File: config.mk
export PLATFORM = sky130hd
export DESIGN_NAME = ah_rr_burst_scheduler
export DESIGN_NICKNAME = d
export VERILOG_FILES = /design/src/rtl/ah_rr_burst_scheduler.sv
export SDC_FILE = /design/constraint.sdc
export NUM_CORES = 1
export LEC_CHECK = 0
export ABC_AREA = 1
export CELL_PAD_IN_SITES_DETAIL_PLACEMENT = 0
export CELL_PAD_IN_SITES_GLOBAL_PLACEMENT = 1
export CORE_ASPECT_RATIO = 1.25
export CORE_MARGIN = 4
export CORE_UTILIZATION = 39
export CTS_CLUSTER_SIZE = 14
export DETAILED_ROUTE_END_ITERATION = 8
export PLACE_DENSITY = 0.81
export SLEW_MARGIN = 10
export SYNTH_ARGS = -nofsm -noshare
export SYNTH_HDL_FRONTEND = slang
export SYNTH_SLANG_ARGS = --single-unit
export TNS_END_PERCENT = 5
File: constraint.sdc
create_clock -name clk -period 4.6 [get_ports clk]
set_clock_uncertainty 0.05 [all_clocks]
set_input_delay 0.69 -clock clk [delete_from_list [all_inputs] [get_ports clk]]
set_output_delay 0.69 -clock clk [all_outputs]
set_load 0.01 [all_outputs]
File: src/rtl/ah_rr_burst_scheduler.sv
// rtl/ah_rr_burst_scheduler.sv - burst-level round-robin scheduler for the shared AH datapath
//
// Grants one requester for a whole burst of up to 16 beats, counts accepted
// beats, releases on burst completion or early release, inserts a one-cycle
// turnaround and rotates priority to the requester after the previous owner.
//
// Optional feature macro: AH_RRS_TIMEOUT_EN (stall-timeout abort of a burst).
//
// Parameters:
//   N        number of requesters (2..16)
//   PW       owner index width, 2^PW >= N
//   TIMEOUT  stall-cycle limit when AH_RRS_TIMEOUT_EN is defined (1..255)
//
// Ports:
//   clk         clock, rising edge
//   rst_n       asynchronous active-low reset
//   req         per-requester burst request (level, held for the burst)
//   beat_valid  per-requester beat valid
//   burst_len   beats per burst, 0 encodes 16, sampled at grant
//   res_ready   shared resource accepts the current beat
//   grant       registered one-hot owner, zero when idle or in the gap
//   grant_id    index of the current owner, zero when no grant
//   res_valid   owner's beat_valid while bursting
//   res_last    current beat is the final counted beat of the burst
//   busy        scheduler not idle
//   timeout     one-cycle abort pulse (tied low without AH_RRS_TIMEOUT_EN)

module ah_rr_burst_scheduler #(
    parameter int N       = 12,
    parameter int PW      = 4,
    parameter int TIMEOUT = 64
) (
    input  logic          clk,
    input  logic          rst_n,
    input  logic [N-1:0]  req,
    input  logic [N-1:0]  beat_valid,
    input  logic [3:0]    burst_len,
    input  logic          res_ready,
    output logic [N-1:0]  grant,
    output logic [PW-1:0] grant_id,
    output logic          res_valid,
    output logic          res_last,
    output logic          busy,
    output logic          timeout
);

    localparam logic [1:0] S_IDLE  = 2'd0;
    localparam logic [1:0] S_BURST = 2'd1;
    localparam logic [1:0] S_GAP   = 2'd2;

    // Elaboration-time parameter sanity checks.
    if (N < 2 || N > 16) begin : g_bad_n
        $error("ah_rr_burst_scheduler: N must be 2..16");
    end
    if ((1 << PW) < N) begin : g_bad_pw
        $error("ah_rr_burst_scheduler: PW too narrow for N");
    end
    if (TIMEOUT < 1 || TIMEOUT > 255) begin : g_bad_timeout
        $error("ah_rr_burst_scheduler: TIMEOUT must be 1..255");
    end

    logic [1:0]    r_state;
    logic [N-1:0]  r_grant;
    logic [PW-1:0] r_grant_id;
    logic [PW-1:0] r_ptr;
    logic [4:0]    r_len;
    logic [4:0]    r_beat_cnt;

    logic          w_win_found;
    logic [PW-1:0] w_win_id;
    logic [N-1:0]  w_win_onehot;
    logic [4:0]    w_len_sel;
    logic [4:0]    w_cnt_inc;
    logic [PW-1:0] w_ptr_next;
    logic          w_in_burst;
    logic          w_res_valid;
    logic          w_accept;
    logic          w_final_beat;
    logic          w_timeout;
    logic          w_burst_end;

    // Cyclic search starting at the pointer: the first requester found at or
    // after r_ptr (wrapping) wins.
    always_comb begin : arb
        int v_idx;
        w_win_found = 1'b0;
        w_win_id    = '0;
        for (int k = 0; k < N; k++) begin
            v_idx = int'(r_ptr) + k;
            if (v_idx >= N) begin
                v_idx = v_idx - N;
            end
            if (!w_win_found && req[v_idx]) begin
                w_win_found = 1'b1;
                w_win_id    = PW'(v_idx);
            end
        end
    end

    assign w_win_onehot = {{(N-1){1'b0}}, 1'b1} << w_win_id;
    assign w_len_sel    = (burst_len == 4'd0) ? 5'd16 : {1'b0, burst_len};
    assign w_cnt_inc    = r_beat_cnt + 5'd1;
    assign w_ptr_next   = (r_grant_id == PW'(N - 1)) ? '0 : r_grant_id + PW'(1);

    assign w_in_burst   = (r_state == S_BURST);
    assign w_res_valid  = w_in_burst & beat_valid[r_grant_id];
    assign w_accept     = w_res_valid & res_ready;
    assign w_final_beat = (w_cnt_inc == r_len);

`ifdef AH_RRS_TIMEOUT_EN
    logic [7:0] r_stall;
    logic [7:0] w_stall_inc;

    assign w_stall_inc = r_stall + 8'd1;
    // Abort fires in the stall cycle that would bring the counter to TIMEOUT,
    // so the pulse lands on exactly the TIMEOUT-th consecutive stall cycle.
    assign w_timeout   = w_in_burst & ~w_accept & (w_stall_inc == 8'(TIMEOUT));

    always_ff @(posedge clk or negedge rst_n) begin
        if (!rst_n) begin
            r_stall <= 8'd0;
        end else if (r_state != S_BURST) begin
            r_stall <= 8'd0;
        end else if (w_accept) begin
            r_stall <= 8'd0;
        end else if (!w_timeout) begin
            r_stall <= w_stall_inc;
        end
    end
`else
    assign w_timeout = 1'b0;
`endif

    // A beat accepted in the same cycle as an early release still counts;
    // the count simply does not matter once we leave the burst.
    assign w_burst_end = (w_accept & w_final_beat) | ~req[r_grant_id] | w_timeout;

    always_ff @(posedge clk or negedge rst_n) begin
        if (!rst_n) begin
            r_state    <= S_IDLE;
            r_grant    <= '0;
            r_grant_id <= '0;
            r_ptr      <= '0;
            r_len      <= 5'd0;
            r_beat_cnt <= 5'd0;
        end else begin
            case (r_state)
                S_IDLE, S_GAP: begin
                    if (w_win_found) begin
                        r_state    <= S_BURST;
                        r_grant    <= w_win_onehot;
                        r_grant_id <= w_win_id;
                        r_len      <= w_len_sel;
                        r_beat_cnt <= 5'd0;
                    end else begin
                        r_state    <= S_IDLE;
                        r_grant    <= '0;
                        r_grant_id <= '0;
                    end
                end
                S_BURST: begin
                    if (w_accept) begin
                        r_beat_cnt <= w_cnt_inc;
                    end
                    if (w_burst_end) begin
                        r_state    <= S_GAP;
                        r_grant    <= '0;
                        r_grant_id <= '0;
                        r_ptr      <= w_ptr_next;
                    end
                end
                default: begin
                    r_state    <= S_IDLE;
                    r_grant    <= '0;
                    r_grant_id <= '0;
                end
            endcase
        end
    end

    assign grant     = r_grant;
    assign grant_id  = r_grant_id;
    assign res_valid = w_res_valid;
    assign res_last  = w_res_valid & w_final_beat & ~w_timeout;
    assign busy      = (r_state != S_IDLE);
    assign timeout   = w_timeout;

endmodule

# [Word-level counts from Yosys, hierarchy flattened]
# Index checks and enable logic that the tools add are counted.
[word_totals] n_memories=0 rom_bits=0 latchBits=0 ram_bits=0 regBits=32 input_bits=31
[classes] eq_ne=7 n_lt_le_gt_ge=25 n_mul=0 n_mux=90 addsub=25 n_div=0 reduce_logical=30 shift=1 bitwise_logic=6
[op_table] cell="less-than comparator 32 x 6 -> 1 bit, second input constant" count=12
[op_table] cell="2-to-1 mux 32 bit" count=12
[op_table] cell="subtractor 5 x 4 -> 6 bit, second input constant" count=11
[op_table] cell="2-to-1 mux 4 bit" count=15
[op_table] cell="binary-select mux 1 bit (select 4 bit)" count=14
[op_table] cell=">= comparator 5 x 4 -> 1 bit, second input constant" count=11
[op_table] cell="2-to-1 mux 1 bit" count=39
[op_table] cell="2-to-1 mux 12 bit" count=2
[op_table] cell="one-hot mux 12 bit (2 select lines)" count=1
[op_table] cell="adder 4 x 3 -> 5 bit, second input constant" count=4
[op_table] cell="adder 4 x 4 -> 5 bit, second input constant" count=4
[op_table] cell="2-to-1 mux 5 bit" count=3
[op_table] cell="left shift 1 x 4 -> 12 bit, first input constant" count=1
[op_table] cell="logical AND 1 bit" count=11
[op_table] cell="logical NOT 1 bit" count=11
[op_table] cell="adder 4 x 2 -> 5 bit, second input constant" count=2
[op_table] cell="one-hot mux 5 bit (2 select lines)" count=1
[op_table] cell="one-hot mux 4 bit (2 select lines)" count=1
[op_table] cell="adder 4 x 1 -> 5 bit, second input constant" count=1
[op_table] cell="adder 5 x 1 -> 5 bit, second input constant" count=1
[op_table] cell="equality test 5 bit" count=1
[op_table] cell="less-than comparator 4 x 5 -> 1 bit, second input constant" count=1
[op_table] cell="subtractor 4 x 4 -> 5 bit, second input constant" count=1
[op_table] cell="adder 4 x 1 -> 4 bit, second input constant" count=1
[op_table] cell="17 further kinds" count=23

# [Logic depth before layout (Yosys ltp)]
[depth] ltp_word=42 ltp_mapped=29

# [Worst setup path before layout]
# OpenSTA, ideal clock, no wires.
[synth_path] path_type="reg2reg" start="register r_ptr[1]" end="register r_grant[0], in the netlist grant[0]" period_less_slack_ns=3.316 t_arrival_ns=3.150 path_buffers=1 path_slack_ns=1.284 setup_ns=0.117 path_stages_with_launch=25 required_time_ns=4.433 path_cell_list="dfrtp_1 > inv_1 > buf_2 > ha_1 > inv_1 > nand2_1 > nand2_1 > ha_1 > a21oi_1 > nand2_1 > nand2_1 > nand2_1 > nand3_1 > nand2_1 > inv_1 > nand3_2 > nor2_4 > nand4_2 > nor2_4 > nand4_2 > or2_1 > nand2_2 > nor2_1 > nand2_1 > nand2_1"
[synth_between] elab_chain_len=42 word_cells_on_any_way=132 classes_between="add/sub (23); order compare (12); shift (1); mux (74); reduce/logical (22)"
[synth_rtl] element="from (decl)" line_no="65" text="logic [PW-1:0] r_ptr;"
[synth_rtl] element="from (signal assigned)" line_no="169" text="r_ptr <= w_ptr_next;"
[synth_rtl] element="parallel branches: the longest is 40 deep, another holds subtractor 5 x 4 -> 6 bit"
[synth_rtl] element="2-to-1 mux 12 bit (*)" line_no="149" text="if (w_win_found) begin"
[synth_rtl] element="one-hot mux 12 bit (2 select lines) (*)" line_no="147" text="case (r_state)"
[synth_rtl] element="to (signal assigned)" line_no="151" text="r_grant <= w_win_onehot;"
[synth_rtl] element="to (decl)" line_no="63" text="logic [N-1:0] r_grant;"
# Every way passes the cells marked *. The select of a mux whose other input is x is not followed.
# A chain may end at the register's enable or synchronous reset.

# [Worst setup path after layout]
[layout_path] start="register r_ptr[1]" end="register r_grant[9], in the netlist grant[9]"
# The elaborated chain is that of the path after synthesis.

==> flow_summary.toml <==
[clock_network]
clk_pin_slew_worst_paths_ns = 0.05
htree_levels = 2
cts_max_path_buffers = 2
clock_latency_ns = 0.28
cts_resized = 0
post_cts_buffers = 0
cts_inserted_buffers = 5
holdBufCountCts = 0
tritoncts = "built"
cts.sinks = 32
cts_root_buffer = "clkbuf_16"

[synth]
ys_ff_latch = 32
synth_edf_count = 0
syn_area_per_cell_um2 = 6.02
synth_warnings = 0
ys_async_sr_fraction = 1.00
synth_nets = 699
synthDistinctLibCells = 44
synth_flop_cell = "dfrtp_1"
synth.cell_area_um2 = 3870
yosysSeqAreaShare = 0.207
netlist_instances = 643

[timing]
slew_violations = 0
hold_violations = 0
fmax_ghz = 0.239
period_minus_slack_ns = 4.18
setup_tns_ns = 0
finalSetupViolations = 0
finalCritPeriodShare = 0.908
max_slew_margin = 0.540
rsz0062_at_grt = "false"
tightestPinTransition_ns = 0.683

[floorplan]
fp.dieW_um = 97.1
start_util = 0.401
core_region_area_um2 = 9660
die_area_um2 = 11600
pin_count = 51
fp-row-count = 40
die_h_um = 119

[cells_and_area]
drive_gt1_frac = 0.0678
antennaDiodeCount = 0
n_fill_cell = 997
final_common_cell = "nand2_1"
mostFrequentLayoutCells = "227 x nand2_1, 80 x inv_1, 78 x nand3_1, 49 x clkdlybuf4s50_1, 47 x nor2_1"
fin_util = 0.481
area_growth_pct = 20.1
nNetsFinal = 748

[worst_setup_path]
crit_type = "reg -> reg"
required_ns = 4.76
r2r-start = "r_ptr[1]$_DFFE_PN0P_"
cp-start-kind = "flop"
critPathMaxFanout = 11
startpoint = "r_ptr[1]$_DFFE_PN0P_"
crit_arrival_ns = 4.34
critPathCaptureType = "flop"

[placement]
hpwl_um = 10500
io_buffers = 49
gp_congestion = 0.926

[run]
maxCapViolations = 0

[global_routing]
antenna_found_initial = 0
grt.total_usage = 0.224
grt_max_degree = 33
grt-ovfl-total = 0
grt_pass1_vias = 4218
grt_pass1_wl_um = 21000

[detailed_routing]
antenna_left = 0
drtIter0Drc = 171
vias = 4264
first_pass_iters = 5
drc = 0
drt_wl_total_um = 12800
wl_per_cell_um = 15.7
vias_per_cell = 5.21

[min_path]
hold_path_startpoint = "grant[0]$_DFFE_PN0P_"
min_path_type = "reg -> reg"

[outcome]
status = "completed"
-- cell usage after synthesis, drive strengths merged (2+ instances only) --
| cell | instances | share of area |
|---|---|---|
| o211ai | 3 | 0.0058 |
| nand4 | 14 | 0.027 |
| xor2 | 10 | 0.023 |
| clkinv | 2 | 0.0019 |
| clkbuf | 3 | 0.0029 |
| o22ai | 4 | 0.0065 |
| nor3 | 6 | 0.0078 |
| nand3 | 81 | 0.11 |
| a21oi | 12 | 0.016 |
| o21ai | 46 | 0.065 |
| a31oi | 2 | 0.0049 |
| or2 | 3 | 0.0049 |
| xnor2 | 6 | 0.016 |
| nand3b | 2 | 0.0039 |
| nand2 | 234 | 0.23 |
| buf | 9 | 0.016 |
| o221ai | 2 | 0.0045 |
| ha | 25 | 0.081 |
| inv | 84 | 0.081 |
| nor2 | 54 | 0.064 |
| dfrtp | 32 | 0.21 |
| o21bai | 3 | 0.0068 |
-- area by class of cell --
class / instances / area [µm²] / area share
Timing Repair Buffer: 54 / 528 / 0.114
Sequential cell: 32 / 801 / 0.172
Clock buffer: 6 / 129 / 0.0277
Clock inverter: 2 / 35.0 / 0.00754
Tap cell: 126 / 158 / 0.0339
Inverter: 86 / 323 / 0.0695
Multi-Input combinational cell: 513 / 2670 / 0.575
-- through the flow --
step / hold slack (ns) / std cells / instance area (µm²) / setup slack, ns
6_report: 0.431 / 819 / 4650 / 0.423
5_1_grt: 0.455 / 819 / 4650 / 0.0562
4_1_cts: 0.438 / 819 / 4650 / 0.460
3_5_place_dp: 0.425 / 811 / 4480 / 0.473
3_3_place_gp: 0.417 / 811 / 4480 / 0.416
2_1_floorplan: 0.344 / 643 / 3870 / 1.28
-- critical path: stages (launching register included) --
cell and delay, ns:
dfrtp_1 0.50, inv_1 0.19, buf_4 0.25, ha_1 0.27
inv_1 0.12, nand2_1 0.08, nand2_1 0.15, ha_1 0.26
a21oi_1 0.17, nand2_1 0.09, nand2_1 0.12, nand2_1 0.07
nand3_1 0.06, nand2_1 0.08, nand3_1 0.13, nor2_1 0.05
nor2_1 0.22, nand2_1 0.08, nor2_1 0.09, nand3_1 0.07
nor2_1 0.09, nand3_1 0.07, nor2_1 0.37, nand2_1 0.15
nor2_1 0.18, nand2_1 0.08, nand2_1 0.07
-- registers in the layout, indices dropped and copies added, names as in the netlist --
register and cells:
grant 12, grant_id 4, r_beat_cnt 5, r_len 5, r_ptr 4, r_state 2
-- metal layers --
| layer | up-vias | global-route usage | part of all wire |
|---|---|---|---|
| li1 | 2178 | - | - |
| met1 | 1948 | 0.256 | 0.41 |
| met2 | 107 | 0.418 | 0.51 |
| met3 | 31 | 0.0234 | 0.035 |
| met4 | 0 | 0.0966 | 0.041 |
| met5 | - | 0 | 0 |
-- logic make-up after synthesis --
family	synth area share
compound gates	0.118
simple gates	0.453
flops	0.207
fa+ha+maj	0.0808
buf+inv	0.102
xor+xnor	0.0382
other cells	0.000969
-- path summary, 6_finish.rpt --
kind / to / slack, ns / cells past startpoint
max reg2reg: grant[9]$_DFFE_PN0P_ / 0.42 / 26
min in group asynchronous: grant[11]$_DFFE_PN0P_ / 0.77 / 2
max: grant[9]$_DFFE_PN0P_ / 0.42 / 26
max in group asynchronous: grant_id[2]$_DFFE_PN0P_ / 3.43 / 2
min: grant[0]$_DFFE_PN0P_ / 0.43 / 2
min reg2reg: grant[0]$_DFFE_PN0P_ / 0.43 / 2
Power is left out: the tool's default activity adds up to more than one toggle a clock period on the data nets, which glitch-free logic cannot reach.
